`config.mk`:
```
export PLATFORM = sky130hd
export DESIGN_NAME = mem_bridge
export DESIGN_NICKNAME = d
export VERILOG_FILES = /design/src/rtl/mem_bridge.sv
export SDC_FILE = /design/constraint.sdc
export NUM_CORES = 1
export LEC_CHECK = 0
export ABC_AREA = 1
export BUFFER_PORTS_ARGS = -buffer_cell sky130_fd_sc_hd__buf_2
export CAP_MARGIN = 15
export CORE_ASPECT_RATIO = 1.75
export CORE_UTILIZATION = 35
export CTS_BUF_LIST = sky130_fd_sc_hd__clkbuf_4
export DETAILED_ROUTE_END_ITERATION = 8
export GPL_TIMING_DRIVEN = 1
export SLEW_MARGIN = 20
export SYNTH_ARGS = -nofsm -noshare
export SYNTH_HDL_FRONTEND = slang
export SYNTH_SLANG_ARGS = --single-unit
export TNS_END_PERCENT = 50
```
`constraint.sdc`:
```
create_clock -name clk -period 3 [get_ports clk]
set_input_delay 0.9 -clock clk [delete_from_list [all_inputs] [get_ports clk]]
set_output_delay 0.9 -clock clk [all_outputs]
set_load 0.05 [all_outputs]
```
`src/rtl/mem_bridge.sv`:
```
// mem_bridge: processor-to-async-SRAM bridge, IDLE/ACCESS/DONE FSM.
// In: req_rd/req_wr/addr/wdata, mem_rdata. Out: rdata/ack/busy, mem_* bus.
module mem_bridge #(
  parameter int unsigned WAIT_STATES = 2
) (
  input  logic        clk,
  input  logic        rst_n,
  input  logic        req_rd,
  input  logic        req_wr,
  input  logic [14:0] addr,
  input  logic [7:0]  wdata,
  output logic [7:0]  rdata,
  output logic        ack,
  output logic        busy,
  output logic [14:0] mem_addr,
  output logic [7:0]  mem_wdata,
  input  logic [7:0]  mem_rdata,
  output logic        mem_ce_n,
  output logic        mem_oe_n,
  output logic        mem_we_n
);

  typedef enum logic [1:0] {
    IDLE,
    ACCESS,
    DONE
  } state_e;

  localparam logic [3:0] WS = 4'(WAIT_STATES);

  state_e      state_q, state_d;
  logic [3:0]  cnt_q, cnt_d;
  logic        wr_q, wr_d;
  logic [7:0]  rdata_q, rdata_d;
  logic        ack_q, ack_d;
  logic [14:0] addr_q, addr_d;
  logic [7:0]  wdat_q, wdat_d;
  logic        ce_n_q, ce_n_d;
  logic        oe_n_q, oe_n_d;
  logic        we_n_q, we_n_d;

  always_comb begin
    state_d = state_q;
    cnt_d   = cnt_q;
    wr_d    = wr_q;
    rdata_d = rdata_q;
    addr_d  = addr_q;
    wdat_d  = wdat_q;
    unique case (state_q)
      IDLE: begin
        if (req_rd || req_wr) begin
          state_d = ACCESS;
          addr_d  = addr;
          wdat_d  = wdata;
          // Simultaneous rd+wr resolves to write.
          wr_d    = req_wr;
          cnt_d   = WS;
        end
      end
      ACCESS: begin
        if (cnt_q != 4'd0) begin
          cnt_d = cnt_q - 4'd1;
        end else begin
          state_d = DONE;
          if (!wr_q) rdata_d = mem_rdata;
        end
      end
      DONE: begin
        state_d = IDLE;
      end
      default: begin
        state_d = IDLE;
      end
    endcase
  end

  // Strobes and ack decode the next state so they
  // come straight out of flops, aligned with state_q.
  always_comb begin
    ce_n_d = 1'b1;
    oe_n_d = 1'b1;
    we_n_d = 1'b1;
    ack_d  = 1'b0;
    unique case (1'b1)
      (state_d == ACCESS): begin
        ce_n_d = 1'b0;
        oe_n_d = wr_d;
        we_n_d = !wr_d;
      end
      (state_d == DONE): begin
        ack_d = 1'b1;
      end
      default: begin
        ack_d = 1'b0;
      end
    endcase
  end

  always_ff @(posedge clk or negedge rst_n) begin
    if (!rst_n) begin
      state_q <= IDLE;
      cnt_q   <= 4'd0;
      wr_q    <= 1'b0;
      rdata_q <= 8'h00;
      ack_q   <= 1'b0;
      addr_q  <= 15'h0000;
      wdat_q  <= 8'h00;
      ce_n_q  <= 1'b1;
      oe_n_q  <= 1'b1;
      we_n_q  <= 1'b1;
    end else begin
      state_q <= state_d;
      cnt_q   <= cnt_d;
      wr_q    <= wr_d;
      rdata_q <= rdata_d;
      ack_q   <= ack_d;
      addr_q  <= addr_d;
      wdat_q  <= wdat_d;
      ce_n_q  <= ce_n_d;
      oe_n_q  <= oe_n_d;
      we_n_q  <= we_n_d;
    end
  end

  assign rdata     = rdata_q;
  assign ack       = ack_q;
  assign busy      = (state_q != IDLE);
  assign mem_addr  = addr_q;
  assign mem_wdata = wdat_q;
  assign mem_ce_n  = ce_n_q;
  assign mem_oe_n  = oe_n_q;
  assign mem_we_n  = we_n_q;

endmodule

```
==> results.md <==
* Slew Limit Fails at 0
* Critical Path, Cell by Cell: nor2_2 > inv_1 > buf_2
* Post-synth ARST share at 100.0%
* Top_reg_cell synth: dfrtp_1
* DP HPWL at 2345 um
* Period utilization at 71.46%
* Tightest Hold Check Type: reg -> reg
* Final Non-Filler Cells at 308
* Num Clock Sinks at 42
* Skew final at 0.006076 ns
* Post_cts resized at 0
* Area share of the largest cell type after synthesis at 56.24%
* Most frequent cells in the layout: buf_2, nand2_1, dfrtp_1
* Post-CTS Hold Fix Bufs at 0
* Nets at 292
* Clock Tree Buf Depth at 2
* Num CTS Buffers at 5
* R2R Setup Slk at 1.60 ns
* FF+latch area at 1055 um^2
* Initial antenna violation count at 0
* Clock Latency Late Sink at 0.33 ns
* RSZ-0062 raised after global routing: no
* CP max stage delay at 0.42 ns
* Detailed Routing Iterations Pass 1 at 4
* Cell variety after synth at 21
* Post-synthesis cell count at 182
* Remaining DRCs at 0
* Sequential area share after synthesis at 60.78%
* Kind of critical path: reg -> out
* WL/cell at 10.38 um
* Yosys warnings at 0
* Via-per-instance ratio at 4.354
* CP Capture Type: output pin
* Dpl cells at 300
* Worst path bufs/invs at 2
* Worst setup SP type: flip-flop
* Worst Path Arrival at 1.24 ns
* Initial Util at 36.87%
* Number of max-cap violations at 0
* Worst path required time at 2.10 ns
* Delay-heaviest family, CP: flip-flops
* Root buf cell: clkbuf_4
* Clock transition at path regs at 0.11 ns
* Number of fill cells at 491
* Vias in the first global route at 1238
* Status: finished clean
* Global-route wire length before repair at 5478 um
* Commonest non-fill, non-tap cell in the layout: buf_2
* # Post-CTS Setup Buffers at 0
* IO Count at 71
* Final core utilization at 46.41%
* Final Setup Violations at 0
* Slew headroom at 40.10%
* Die area at 5255 um^2
* Routability cong. at 0.7913
* Max FO, Critical Path at 4
* Number of port buffers at 70
* Drt total wl at 3198 um
* Setup tns final at 0 ns
* CTS tree: yes
* Post-synthesis net count at 219
* Core area at 4707 um^2
* Die width at 55.23 um
* Area of the multi-input gates at 526.8 um^2
* Avg Cell Area, Syn at 9.535 um^2
* Worst-margin pin slew at 0.8985 ns
* Site Rows at 33
* Post-synth top area cell: dfrtp_1
* Hold Violations, Final at 0
* FF+latch count, synth at 42
* Chip height at 95.15 um
* Via count at 1341
* Tmin final at 2.144 ns
* H-tree Lvls at 2
* Starting DRC count in detailed routing at 12
* Diodes inserted at 0
* EDFF count, synth at 0
* Total Routing Usage GR at 13.28%
* GRT overflow at 0
* Area growth, synth to finish at 25.88%
* Synthesized area at 1735 um^2
* Post-route ant nets at 0
* Largest cells by area after synthesis: dfrtp_1, nand2_1, inv_1, o21ai_0, dfstp_2
* Largest net degree at the start of global routing at 43
* FMAX at 0.4664 GHz
* Slowest CP cell: dfrtp_1
* Layout cells sized above 1 at 36.72%
[metrics by stage]
stage,instance area [um^2],hold WS (ns),setup slack (ns)
after floorplan,1735,0.4638,1.331
after global placement,2125,0.4492,0.9429
after detailed placement,2125,0.4583,0.8867
after CTS,2185,0.4860,0.8194
after global routing,2185,0.5039,0.7241
final,2185,0.4805,0.8561
[flip-flops by register name, indices dropped and copies added, names as in the netlist]
register   flops
mem_ce_n       1
mem_wdata      8
mem_oe_n       1
cnt_q          4
rdata          8
mem_addr      15
ack            1
wr_q           1
mem_we_n       1
state_q        2
[worst paths after layout]
check,to,startpoint,cells past startpoint
setup / recovery,busy,state_q[1]$_DFF_PN0_,3
hold / removal,rdata[3]$_DFFE_PN0P_,rdata[3]$_DFFE_PN0P_,2
setup reg to reg,mem_wdata[6]$_DFFE_PN0P_,state_q[1]$_DFF_PN0_,4
hold reg to reg,rdata[3]$_DFFE_PN0P_,rdata[3]$_DFFE_PN0P_,2
max in group asynchronous,mem_addr[12]$_DFFE_PN0P_,rst_n,1
min in group asynchronous,mem_addr[7]$_DFFE_PN0P_,rst_n,1
[synthesized netlist by cell type, types with 3 or more instances]
| cell type | instances |
|---|---|
| nand2_1 | 49 |
| dfrtp_1 | 39 |
| inv_1 | 30 |
| o21ai_0 | 18 |
| nand3_1 | 11 |
| nor2_1 | 6 |
| o21ai_2 | 5 |
| buf_6 | 3 |
| dfstp_2 | 3 |
| o21ai_1 | 3 |
[layer usage]
layer | wire length [um] | track usage [%] | up-vias
li1 | - | - | 703
met1 | 1330 | 15.10 | 588
met2 | 1634 | 23.39 | 44
met3 | 162 | 3.121 | 6
met4 | 70 | 6.250 | 0
met5 | 0 | 0 | -
[cell type report]
class                   instances  area share (%)
repair buffers                 71           16.38
flip-flops and latches         42           48.28
clock buffers                   8           2.749
multi-input cells             103           24.11
inverters                      32           5.498
well taps                      52           2.978
[worst min-delay path, delay by kind of cell, from the launching register on]
kind / cells / cell delay [ns]
flops: 1 / 0.35
simple gates: 2 / 0.10
[kinds of logic (layout without fill, tap and decap cells)]
logic type / count (synthesis) / after routing / share of synthesized area, %
AO/OA/AOI/OAI: 27 / 27 / 9.012
buffers and inverters: 37 / 111 / 9.300
adder cells (fa/ha/maj): 2 / 2 / 1.442
XOR/XNOR: 1 / 1 / 0.5048
AND/OR/NAND/NOR: 73 / 73 / 18.96
flip-flops: 42 / 42 / 60.78
Power is not shown: default switching activity piles up to over one toggle a cycle in this logic, so the estimate is an artifact.
